--- src/rtl/mem_access_pkg.sv ---
// Shared encodings for the MEM-stage data-memory access path.
package mem_access_pkg;

  // Load-type encodings carried down the pipeline from decode
  localparam logic [2:0] LT_LB   = 3'b000;
  localparam logic [2:0] LT_LH   = 3'b001;
  localparam logic [2:0] LT_LW   = 3'b010;
  localparam logic [2:0] LT_LBU  = 3'b100;
  localparam logic [2:0] LT_LHU  = 3'b101;
  localparam logic [2:0] LT_NONE = 3'b111;

  // Store-width encodings taken from the instruction func3 field
  localparam logic [2:0] ST_SB = 3'b000;
  localparam logic [2:0] ST_SH = 3'b001;
  localparam logic [2:0] ST_SW = 3'b010;

  typedef enum logic [1:0] {
    MEM_IDLE = 2'd0,
    MEM_REQ  = 2'd1,
    MEM_DONE = 2'd2
  } mem_state_t;

  // Unlisted load-type codes behave like "no load"
  function automatic logic is_load_type(input logic [2:0] lt);
    return (lt == LT_LB) || (lt == LT_LH) || (lt == LT_LW) ||
           (lt == LT_LBU) || (lt == LT_LHU);
  endfunction

endpackage

--- src/rtl/mem_access_unit_load_align_ext.sv ---
// Byte/half lane select and sign/zero extension of a loaded memory word.
// Purely combinational so the MEM/WB forwarding path can reuse it.
module load_align_ext
  import mem_access_pkg::*;
(
  input  logic [31:0] word,
  input  logic [1:0]  byte_off,
  input  logic [2:0]  load_type,
  output logic [31:0] data
);

  logic [7:0]  sel_byte;
  logic [15:0] sel_half;

  // Pick the addressed lane, then extend according to the load type
  always_comb begin
    case (byte_off)
      2'd0:    sel_byte = word[7:0];
      2'd1:    sel_byte = word[15:8];
      2'd2:    sel_byte = word[23:16];
      default: sel_byte = word[31:24];
    endcase
    sel_half = byte_off[1] ? word[31:16] : word[15:0];
    case (load_type)
      LT_LB:   data = {{24{sel_byte[7]}}, sel_byte};
      LT_LBU:  data = {24'h000000, sel_byte};
      LT_LH:   data = {{16{sel_half[15]}}, sel_half};
      LT_LHU:  data = {16'h0000, sel_half};
      LT_LW:   data = word;
      default: data = 32'h0000_0000;
    endcase
  end

endmodule

--- src/rtl/mem_access_unit.sv ---
// MEM-stage data-memory access controller: turns loads/stores from EX/MEM
// into a req/ack bus transaction, stalls the pipeline while it is in flight,
// and flags misaligned accesses and bus timeouts.
module mem_access_unit
  import mem_access_pkg::*;
#(
  parameter int TIMEOUT_CYCLES = 16
) (
  input  logic        clk,
  input  logic        rst,
  input  logic [31:0] mem_result,
  input  logic [31:0] mem_op2_selected,
  input  logic        mem_memory_write,
  input  logic [2:0]  mem_memory_load_type,
  input  logic [2:0]  mem_func3,
  output logic        dmem_req,
  output logic        dmem_we,
  output logic [31:0] dmem_addr,
  output logic [31:0] dmem_wdata,
  output logic [3:0]  dmem_be,
  input  logic        dmem_ack,
  input  logic [31:0] dmem_rdata,
  output logic        mem_stall,
  output logic [31:0] load_data,
  output logic        load_valid,
  output logic        misaligned,
  output logic        bus_error
);

  localparam logic [1:0] IDLE = MEM_IDLE;
  localparam logic [1:0] REQ  = MEM_REQ;
  localparam logic [1:0] DONE = MEM_DONE;

  localparam logic [7:0] WAIT_LAST = 8'(TIMEOUT_CYCLES - 1);

  logic [1:0]  state;
  logic [7:0]  wait_cnt;
  logic [2:0]  lat_load_type;
  logic [1:0]  lat_off;

  logic        load_req;
  logic        pending;
  logic        is_half;
  logic        is_word;
  logic        access_misaligned;
  logic [31:0] wdata_nxt;
  logic [3:0]  be_nxt;
  logic [31:0] ext_data;

  // Decode the instruction in MEM: pending access, width, alignment, lanes
  always_comb begin
    load_req = is_load_type(mem_memory_load_type);
    pending  = mem_memory_write | load_req;
    is_half  = 1'b0;
    is_word  = 1'b0;
    if (mem_memory_write) begin
      is_half = (mem_func3 == ST_SH);
      is_word = (mem_func3 != ST_SB) && (mem_func3 != ST_SH);
    end else if (load_req) begin
      is_half = (mem_memory_load_type == LT_LH) || (mem_memory_load_type == LT_LHU);
      is_word = (mem_memory_load_type == LT_LW);
    end
    access_misaligned = (is_half && mem_result[0]) ||
                        (is_word && (mem_result[1:0] != 2'b00));
    case (mem_func3)
      ST_SB: begin
        wdata_nxt = {4{mem_op2_selected[7:0]}};
        be_nxt    = 4'b0001 << mem_result[1:0];
      end
      ST_SH: begin
        wdata_nxt = {2{mem_op2_selected[15:0]}};
        be_nxt    = 4'b0011 << mem_result[1:0];
      end
      ST_SW: begin
        wdata_nxt = mem_op2_selected;
        be_nxt    = 4'b1111;
      end
      default: begin
        wdata_nxt = mem_op2_selected;
        be_nxt    = 4'b1111;
      end
    endcase
  end

  // Stall while a fresh aligned access is being launched or a request is in flight
  always_comb begin
    mem_stall = ~rst & (((state == IDLE) & pending & ~access_misaligned) |
                        (state == REQ));
  end

  load_align_ext u_load_align_ext (
    .word      (dmem_rdata),
    .byte_off  (lat_off),
    .load_type (lat_load_type),
    .data      (ext_data)
  );

  // Transaction FSM: launch from IDLE, wait for ack or timeout in REQ, release in DONE
  always_ff @(posedge clk) begin
    if (rst) begin
      state         <= IDLE;
      wait_cnt      <= 8'd0;
      lat_load_type <= LT_NONE;
      lat_off       <= 2'b00;
      dmem_req      <= 1'b0;
      dmem_we       <= 1'b0;
      dmem_addr     <= 32'h0;
      dmem_wdata    <= 32'h0;
      dmem_be       <= 4'h0;
      load_data     <= 32'h0;
      load_valid    <= 1'b0;
      misaligned    <= 1'b0;
      bus_error     <= 1'b0;
    end else begin
      load_valid <= 1'b0;
      misaligned <= 1'b0;
      bus_error  <= 1'b0;
      case (state)
        IDLE: begin
          if (pending) begin
            if (access_misaligned) begin
              misaligned <= 1'b1;
            end else begin
              dmem_req      <= 1'b1;
              dmem_we       <= mem_memory_write;
              dmem_addr     <= {mem_result[31:2], 2'b00};
              dmem_be       <= mem_memory_write ? be_nxt : 4'b1111;
              dmem_wdata    <= mem_memory_write ? wdata_nxt : 32'h0;
              lat_load_type <= mem_memory_write ? LT_NONE : mem_memory_load_type;
              lat_off       <= mem_result[1:0];
              wait_cnt      <= 8'd0;
              state         <= REQ;
            end
          end
        end
        REQ: begin
          if (dmem_ack) begin
            dmem_req   <= 1'b0;
            dmem_we    <= 1'b0;
            load_data  <= ext_data;
            load_valid <= is_load_type(lat_load_type);
            state      <= DONE;
          end else if (wait_cnt == WAIT_LAST) begin
            dmem_req   <= 1'b0;
            dmem_we    <= 1'b0;
            load_data  <= 32'h0;
            load_valid <= is_load_type(lat_load_type);
            bus_error  <= 1'b1;
            state      <= DONE;
          end else begin
            wait_cnt <= wait_cnt + 8'd1;
          end
        end
        DONE: begin
          state <= IDLE;
        end
        default: begin
          state <= IDLE;
        end
      endcase
    end
  end

endmodule

--- config.mk ---
export PLATFORM = sky130hd
export DESIGN_NAME = mem_access_unit
export DESIGN_NICKNAME = d
export VERILOG_FILES = /design/src/rtl/mem_access_pkg.sv /design/src/rtl/mem_access_unit_load_align_ext.sv /design/src/rtl/mem_access_unit.sv
export SDC_FILE = /design/constraint.sdc
export NUM_CORES = 1
export LEC_CHECK = 0
export ABC_CLOCK_PERIOD_IN_PS = 4300
export CAP_MARGIN = 30
export CORE_AREA = 2 2 128 99
export CTS_CLUSTER_DIAMETER = 150
export DETAILED_ROUTE_END_ITERATION = 16
export DIE_AREA = 0 0 130 101
export GPL_TIMING_DRIVEN = 0
export PLACE_DENSITY = 0.87
export SLEW_MARGIN = 30
export SYNTH_ARGS = -nofsm -noshare
export SYNTH_HDL_FRONTEND = slang
export SYNTH_SLANG_ARGS = --single-unit
--- constraint.sdc ---
create_clock -name clk -period 4.3 [get_ports clk]
set_clock_uncertainty 0.15 [all_clocks]
set_input_delay 1.29 -clock clk [delete_from_list [all_inputs] [get_ports clk]]
set_output_delay 1.29 -clock clk [all_outputs]
set_load 0.1 [all_outputs]
==> results.md, run 1 <==
* Status: complete, no violations
* Crit start category: input pin
* Core Footprint at 12000 um^2
* Fin worst setup slack at 0.0558 ns
* Post-Synth Simple-Gate Area at 0.0746
* Gr ovfl total at 0
* Die height at 101 um
* Post-Synthesis Cell Area at 4980 um^2
* Dpl ws at -1.57 ns
* Fin crit share at 0.987
* Compound-Gate Fraction of Synth Area at 0.302
* Commonest non-fill, non-tap cell in the layout: clkdlybuf4s50_1
* Peak Freq at 0.236 GHz
* CTS tree: yes
* Worst Tran Pin Value at 1.03 ns
* Detailed Route WL at 17100 um
* Synth Instances at 443
* Vias per inst at 5.71
* Asr flop ratio synth at 0
* Die width at 130 um
* WHS at 0.313 ns
* Design Power at 3.57 mW
* Post-synthesis sequential area ratio at 0.474
* Area of the die at 13100 um^2
* Clock Sinks at 118
* # DRC at 0
* Area grow syn2layout at 59.2%
* #FFs+latches synth at 118
* CP Capture Type: output port
* I/O Buffers at 207
* H-tree Lvls at 4
* Required time of the critical path at 2.86 ns
* Post-synth EDFFs at 0
* Max Slew Vio Count at 0
* Via count at 4897
* Clock buffer depth at 2
* Adder-Cell Fraction of Synth Area at 0.00251
* Final HPWL DP at 12600 um
* Largest net degree at the start of global routing at 17
* Final min period at 4.24 ns
* Avg Cell Area, Syn at 11.2 um^2
* Leakage at 2.84 nW
* Mux contribution to synthesized area at 0.0953
* FF-to-FF setup slack at 1.83 ns
* Most frequent cells in the layout: 197 x clkdlybuf4s50_1, 118 x dfxtp_1, 56 x o2bb2ai_1, 35 x a22o_1, 26 x mux2i_1
* # IOs at 212
* Drt pass-1 iters at 6
* ANT nets after route at 0
* Vias in the first global route at 5079
* Cts hold-fix bufs at 0
* Antenna diodes at 0
* Max Cap Violations at 0
* Initial Utilization at 0.416
* Warnings from Yosys at 0
* VDD IR max at 0.287 mV
* Crit Path Category: input pin to output port
* Root buf cell: clkbuf_16
* Distinct cells, synth at 61
* Pwr Density at 451 nW/um^2
* Crit path max fanout at 2
* Top FF cell, synth: dfxtp_1
* Combinational family with the most area after synthesis: compound AO/OA/AOI/OAI gates
* Num CTS Buffers at 17
* Layout Nets at 785
* GPL Wtd Cong at 0.894
* Worst hold-check path type: flop to flop
* Final number of setup-violating endpoints at 0
* # rows at 35
* Final Hold Viols at 0
* Skew-Pair Late Insertion Delay at 0.40 ns
* Max-slew headroom at 0.310
* First-pass GRT wire length at 26400 um
* Crit path DAT at 2.80 ns
* Post-Synth XOR/XNOR Area at 0.00704
* Share of cells above drive strength 1 at 0.133
* Drt wl/cell at 20.0 um
* Post-synth top area share at 0.474
* Total GRT Usage at 0.259
* Initial DRC Count at 384
* Reg clk slew, reported paths at 0.05 ns
* Initial antenna violation count at 1
* Synth area leader: dfxtp_1
* Largest cells by area after synthesis: dfxtp_1 47%, o2bb2ai_1 9.9%, a22o_1 6.2%
* Filler cells at 879
==> state kept, by name, indices dropped and copies added, names as in the netlist <==
register	flops
wait_cnt	8
load_valid	1
load_data	32
state	2
dmem_be	4
dmem_we	1
dmem_wdata	32
bus_error	1
lat_off	2
dmem_req	1
dmem_addr	30
misaligned	1
lat_load_type	3
==> final cells by class <==
type / count / area (um^2) / share of cell area
Clock buffer: 20 / 437 / 0.0551
Buffer: 36 / 189 / 0.0238
Tap cell: 166 / 208 / 0.0262
Timing Repair Buffer: 216 / 2120 / 0.268
Multi-Input combinational cell: 285 / 2440 / 0.307
Sequential cell: 118 / 2360 / 0.298
Clock inverter: 12 / 155 / 0.0196
Inverter: 4 / 15.0 / 0.00189
==> timing repair <==
| action | 4_1_cts | 5_1_grt |
|---|---|---|
| endpoints found under the hold margin | 0 | 0 |
| resized for setup | 30 | 5 |
| gates cloned | 0 | 0 |
| buffers inserted | 8 | 1 |
| pin swaps | 7 | 4 |
| endpoints found under the setup margin | 1 | 1 |
==> stage by stage <==
step / setup TNS [ns] / cells / area, um^2 / utilization
final: 0 / 857 / 7920 / 0.663
after CTS: 0 / 856 / 7920 / 0.663
after floorplan: 0 / 444 / 4980 / -
after global placement: -1.49 / 817 / 7260 / 0.608
after global routing: -0.00649 / 857 / 7920 / 0.663
after detailed placement: -1.57 / 817 / 7260 / 0.608
==> routing by layer <==
metal / vias up / part of all wire / global-route usage
met5: - / 0 / 0
met4: 0 / 0.023 / 0.0926
met3: 39 / 0.076 / 0.0727
met2: 241 / 0.48 / 0.429
met1: 2374 / 0.42 / 0.322
li1: 2243 / - / -
==> cells in the mapped netlist (all sizes together), types with 3 or more instances <==
master and instances:
nor3 4, nor2 13, mux2 3, mux2i 26, nand2b 3, inv 4
nor3b 4, a2bb2oi 3, o311a 7, o21ai 16, a221oi 15, nand3 7
a22oi 16, a21oi 4, nor4 4, dfxtp 118, buf 22, a211oi 3
nand2 12, o2bb2ai 56, a22o 35, a32o 8, o21a 3, mux4 8
clkbuf 15
==> report_power, final <==
part | switching, mW | leakage (nW) | internal (mW)
logic | 0.663 | 1.59 | 0.302
clock network | 0.497 | 0.284 | 0.911
registers | 0.0418 | 0.961 | 1.16
total | 1.20 | 2.84 | 2.37
==> worst paths after layout <==
| check | endpoint | start | cells past startpoint |
|---|---|---|---|
| max | mem_stall | mem_memory_load_type[2] | 8 |
| min | dmem_req | dmem_req | 1 |
| max reg2reg | load_data[5] | lat_off[1] | 6 |
| min reg2reg | dmem_req | dmem_req | 1 |
==> worst max-delay path, cell delays in order <==
cell and delay [ns]:
buf_2 0.11, or2_4 0.25, buf_4 0.14, a211oi_2 0.34, nor4_4 0.09, buf_6 0.16
or2_4 0.26, buf_12 0.17
==> cells by family after synthesis <==
family,after synthesis
other cells,1
simple gates,63
compound gates,178
flops,118
fa+ha+maj,1
xor+xnor,4
mux,37
buf+inv,41
Power figures use the tool's default switching activity.
==> inputs of run 2 (changes only) <==
--- a/config.mk
+++ b/config.mk
@@ -11,6 +11,7 @@
 export CTS_CLUSTER_DIAMETER = 150
 export DETAILED_ROUTE_END_ITERATION = 16
 export DIE_AREA = 0 0 130 101
+export GPL_ROUTABILITY_DRIVEN = 0
 export GPL_TIMING_DRIVEN = 0
 export PLACE_DENSITY = 0.87
 export SLEW_MARGIN = 30
==> run 2 against run 1 <==
Register-to-register slack is essentially flat. Via count grew 0.22%. Count of clock-buffer cells in the layout shrank 2. Critical path depth shrank 2.
==> results.md, run 2 (synthesized netlist as in run 1, its figures left out) <==
* Status: complete, no violations
* # DRC at 0
* Gr ovfl total at 0
* Area of the die at 13100 um^2
* Final number of setup-violating endpoints at 0
* Area grow syn2layout at 59.4%
* Drt wl/cell at 19.5 um
* VDD IR max at 0.313 mV
* Required time of the critical path at 2.86 ns
* First-pass GRT wire length at 25600 um
* Reg clk slew, reported paths at 0.05 ns
* Final Hold Viols at 0
* Worst hold-check path type: flop to flop
* Layout Nets at 783
* Filler cells at 863
* I/O Buffers at 207
* Vias in the first global route at 4919
* Final design utilization at 0.664
* Dpl cell area at 7260 um^2
* Leakage at 2.83 nW
* Core Footprint at 12000 um^2
* H-tree Lvls at 4
* Max Cap Violations at 0
* Die height at 101 um
* Crit path DAT at 2.79 ns
* Peak Freq at 0.237 GHz
* CTS tree: yes
* Worst Tran Pin Value at 1.02 ns
* Initial antenna violation count at 0
* Fin crit share at 0.983
* Via count at 4908
* Clock buffer depth at 2
* Initial Utilization at 0.416
* Largest net degree at the start of global routing at 17
* Slowest-stage cell, CP: a311o_2
* Dpl ws at -1.57 ns
* Clock Sinks at 118
* Initial DRC Count at 455
* RSZ-0062 raised after global routing: false
* Final min period at 4.23 ns
* Die width at 130 um
* # rows at 35
* Commonest non-fill, non-tap cell in the layout: clkdlybuf4s50_1
* Most frequent cells in the layout: 197 x clkdlybuf4s50_1, 118 x dfxtp_1, 56 x o2bb2ai_1, 35 x a22o_1, 26 x mux2i_1
* Cts hold-fix bufs at 0
* CP peak stage delay at 0.44 ns
* Drt pass-1 iters at 5
* Largest regs: dmem_wdata (32), load_data (32), dmem_addr (30)
* Share of cells above drive strength 1 at 0.129
* Cell area after layout at 7940 um^2
* Max Slew Vio Count at 0
* Crit path max fanout at 7
* Detailed Route WL at 16600 um
* CP cell instances: clkdlybuf4s15_2 > inv_2 > a311o_2 > nor4_4 > or2_4 > buf_12
* Skew-Pair Late Insertion Delay at 0.41 ns
* Crit Path Category: input pin to output port
* Num CTS Buffers at 17
* Setup_tns at 0 ns
* Antenna diodes at 0
* Vias per inst at 5.75
* Pwr Density at 451 nW/um^2
* CP Capture Type: output port
* Total GRT Usage at 0.252
* # IOs at 212
* Root buf cell: clkbuf_16
* Crit start category: input pin
* ANT nets after route at 0
* WHS at 0.312 ns
* Max-slew headroom at 0.318
* Final HPWL DP at 12300 um
* Fin worst setup slack at 0.0737 ns
run 2: timing repair:
action,4_1_cts,5_1_grt
setup endpoints to repair,1,1
pin swaps,7,2
buffers inserted,8,1
resized for setup,28,1
run 2: worst max-delay path: cells and delay by family:
kind	cells	cell delay, ns
AO/OA/AOI/OAI	1	0.44
buffers and inverters	3	0.55
AND/OR/NAND/NOR	2	0.51
run 2: final timing paths:
kind                   endpoint  slack, ns        startpoint  cells after the start
hold reg to reg   load_data[18]       0.31     load_data[18]                      1
setup / recovery      mem_stall       0.07  mem_memory_write                      6
setup reg to reg   load_data[5]       1.84        lat_off[1]                      6
hold / removal    load_data[18]       0.31     load_data[18]                      1
run 2: power by group:
part	total, mW	internal (mW)	switching, mW
Clock	1.42	0.918	0.501
Combinational	0.962	0.301	0.660
Sequential	1.20	1.16	0.0404
run 2: through the flow:
stage	power, mW	cells
floorplan	1.87	444
global placement	2.15	817
detailed placement	2.16	817
CTS	3.60	855
global route	3.69	854
finish	3.58	854
run 2: layout make-up:
type	count	area [um^2]	share of cell area
Tap cell	166	208	0.0262
Clock inverter	13	158	0.0199
Clock buffer	18	439	0.0553
Inverter	4	15.0	0.00189
Sequential cell	118	2360	0.298
Timing Repair Buffer	215	2130	0.269
Multi-Input combinational cell	285	2440	0.308
Buffer	35	178	0.0224
run 2: metal layers:
| layer | vias to the layer above | track usage | wire [um] |
|---|---|---|---|
| met3 | 45 | 0.0764 | 1370 |
| li1 | 2240 | - | - |
| met2 | 247 | 0.394 | 7800 |
| met4 | 0 | 0.0935 | 449 |
| met5 | - | 0 | 0 |
| met1 | 2376 | 0.331 | 7030 |
==> inputs of run 3 (changes only) <==
--- a/config.mk
+++ b/config.mk
@@ -5,7 +5,7 @@
 export SDC_FILE = /design/constraint.sdc
 export NUM_CORES = 1
 export LEC_CHECK = 0
-export ABC_CLOCK_PERIOD_IN_PS = 4300
+export ABC_CLOCK_PERIOD_IN_PS = 4700
 export CAP_MARGIN = 30
 export CORE_AREA = 2 2 128 99
 export CTS_CLUSTER_DIAMETER = 150
==> constraint.sdc (replaced) <==
create_clock -name clk -period 4.7 [get_ports clk]
set_clock_uncertainty 0.15 [all_clocks]
set_input_delay 1.41 -clock clk [delete_from_list [all_inputs] [get_ports clk]]
set_output_delay 1.41 -clock clk [all_outputs]
set_load 0.1 [all_outputs]
==> run 3 against run 2 <==
Hold slack worse by 0.0024 ns. Non-clock buffer count did not move. Final cell count rose by 0.12%. Design area shrank 0.55%. Power decreased by 11%. Critical path depth rose by 1. Combinational power shrank 8.2%. Global-route usage grew 0.59 points. Via count is 1.1% higher. Sequential power shrank 8%. Largest power group unchanged.
==> results.md, run 3 (synthesized netlist as in run 1, its figures left out) <==
* Root buf cell: clkbuf_16
* Worst hold-check path type: flop to flop
* Die width at 130 um
* Total GRT Usage at 0.258
* Most frequent cells in the layout: 198 x clkdlybuf4s50_1, 118 x dfxtp_1, 56 x o2bb2ai_1, 35 x a22o_1, 26 x mux2i_1
* Core Footprint at 12000 um^2
* Worst Hold Launch: dmem_req
* VDD IR max at 0.333 mV
* Gr ovfl total at 0
* Reg-to-Reg End: load_data[5]
* Required time of the critical path at 3.14 ns
* Initial antenna violation count at 0
* Metal-1 WL at 6950 um
* Leakage at 2.83 nW
* Reg clk slew, reported paths at 0.06 ns
* Skew-Pair Late Insertion Delay at 0.39 ns
* Via count at 4962
* Crit start category: input pin
* Num CTS Buffers at 17
* CTS tree: yes
* Worst Hold Endpoint: dmem_req
* Die height at 101 um
* Layout Nets at 783
* CP Capture Type: output port
* Peak Freq at 0.218 GHz
* RR Startpoint: lat_off[1]
* Drt wl/cell at 19.8 um
* Largest net degree at the start of global routing at 17
* Fin worst setup slack at 0.116 ns
* Met3 WL at 1510 um
* FF-to-FF setup slack at 2.22 ns
* Final Hold Viols at 0
* Final min period at 4.58 ns
* Pwr Density at 405 nW/um^2
* Vias per inst at 5.80
* Cts hold-fix bufs at 0
* Dpl ws at -1.41 ns
* Drt pass-1 iters at 6
* # rows at 35
* Initial DRC Count at 406
* Share of cells above drive strength 1 at 0.126
* Antenna diodes at 0
* Largest regs: dmem_wdata (32), load_data (32), dmem_addr (30)
* Max Cap Violations at 0
* Met2 wire length at 7950 um
* Commonest non-fill, non-tap cell in the layout: clkdlybuf4s50_1
* H-tree Lvls at 4
* Clock Sinks at 118
* Detailed Route WL at 17000 um
* Area of the die at 13100 um^2
* Hold path cells at 1
* Fin crit share at 0.975
* Filler cells at 907
* Top sig layer: met4
* I/O Buffers at 207
* Crit path max fanout at 7
* # DRC at 0
* Area grow syn2layout at 58.6%
* FF-to-FF path depth at 6
* Initial Utilization at 0.416
* Register area at 2360 um^2
* Clock buffer depth at 2
* Final design utilization at 0.660
* RSZ-0062 raised after global routing: false
* ANT nets after route at 0
* Worst Tran Pin Value at 1.02 ns
* Status: complete, no violations
* Max Slew Vio Count at 0
* Final HPWL DP at 12500 um
* # IOs at 212
* Max-slew headroom at 0.316
* Setup_tns at 0 ns
* Crit path DAT at 3.02 ns
* Footprint of the multi-input gates at 2440 um^2
* Final number of setup-violating endpoints at 0
* First-pass GRT wire length at 26400 um
* Vias in the first global route at 4989
* Crit Path Category: input pin to output port
* Design Power at 3.20 mW
==> run 3: cell count changes in the layout (fill, tap and decap cells not counted), sizes merged <==
cell / delta
buf: -1
bufinv: -3
clkdlybuf4s15: -3
clkdlybuf4s50: +1
clkinv: -2
clkinvlp: -3
dlygate4sd2: +1
dlymetal6s2s: +1
inv: +10
==> run 3: stage by stage <==
step                      std cells  hold WS [ns]  area, um^2
final                           855         0.309        7890
after detailed placement        817         0.294        7260
after floorplan                 444         0.322        4980
after global placement          817         0.287        7260
after global routing            855         0.325        7890
after CTS                       855         0.309        7900
==> run 3: worst max-delay path by stage <==
stage	start	end	slack [ns]	cells past startpoint
2_1_floorplan	mem_memory_load_type[0]	mem_stall	0.13	6
3_3_place_gp	mem_memory_write	mem_stall	-1.32	8
3_5_place_dp	mem_memory_write	mem_stall	-1.41	8
4_1_cts	mem_func3[2]	mem_stall	0.001	7
5_1_grt	mem_result[1]	mem_stall	0.04	7
6_report	mem_result[1]	mem_stall	0.12	7
==> run 3: what timing repair did <==
action                                  CTS  global route
endpoints found under the setup margin    1             1
setup buffers                             7             0
pin swaps                                 6             1
gates resized for setup                  23             3
==> run 3: power breakdown <==
group / switching (mW) / leakage, nW / internal [mW]
sequential: 0.0367 / 0.961 / 1.06
combinational: 0.606 / 1.59 / 0.277
clock: 0.520 / 0.274 / 0.696
==> run 3: final cells by class <==
cell class,instances,share of cell area
clock buffer,17,0.0539
inverter,4,0.00190
clock inverter,15,0.0166
sequential,118,0.299
buffer,36,0.0239
multi-input combinational,285,0.309
tap,166,0.0263
timing repair buffer,214,0.269
==> run 3: per-layer routing <==
metal / vias to the layer above / GRT usage
li1: 2241 / -
met1: 2400 / 0.336
met2: 269 / 0.416
met3: 52 / 0.0653
met4: 0 / 0.0951
met5: - / 0
==> run 3: critical path, stage by stage <==
cell,delay [ns]
dlygate4sd2_1,0.37
o22ai_1,0.19
a211oi_4,0.38
nor4_4,0.09
buf_6,0.16
or2_4,0.26
buf_12,0.17
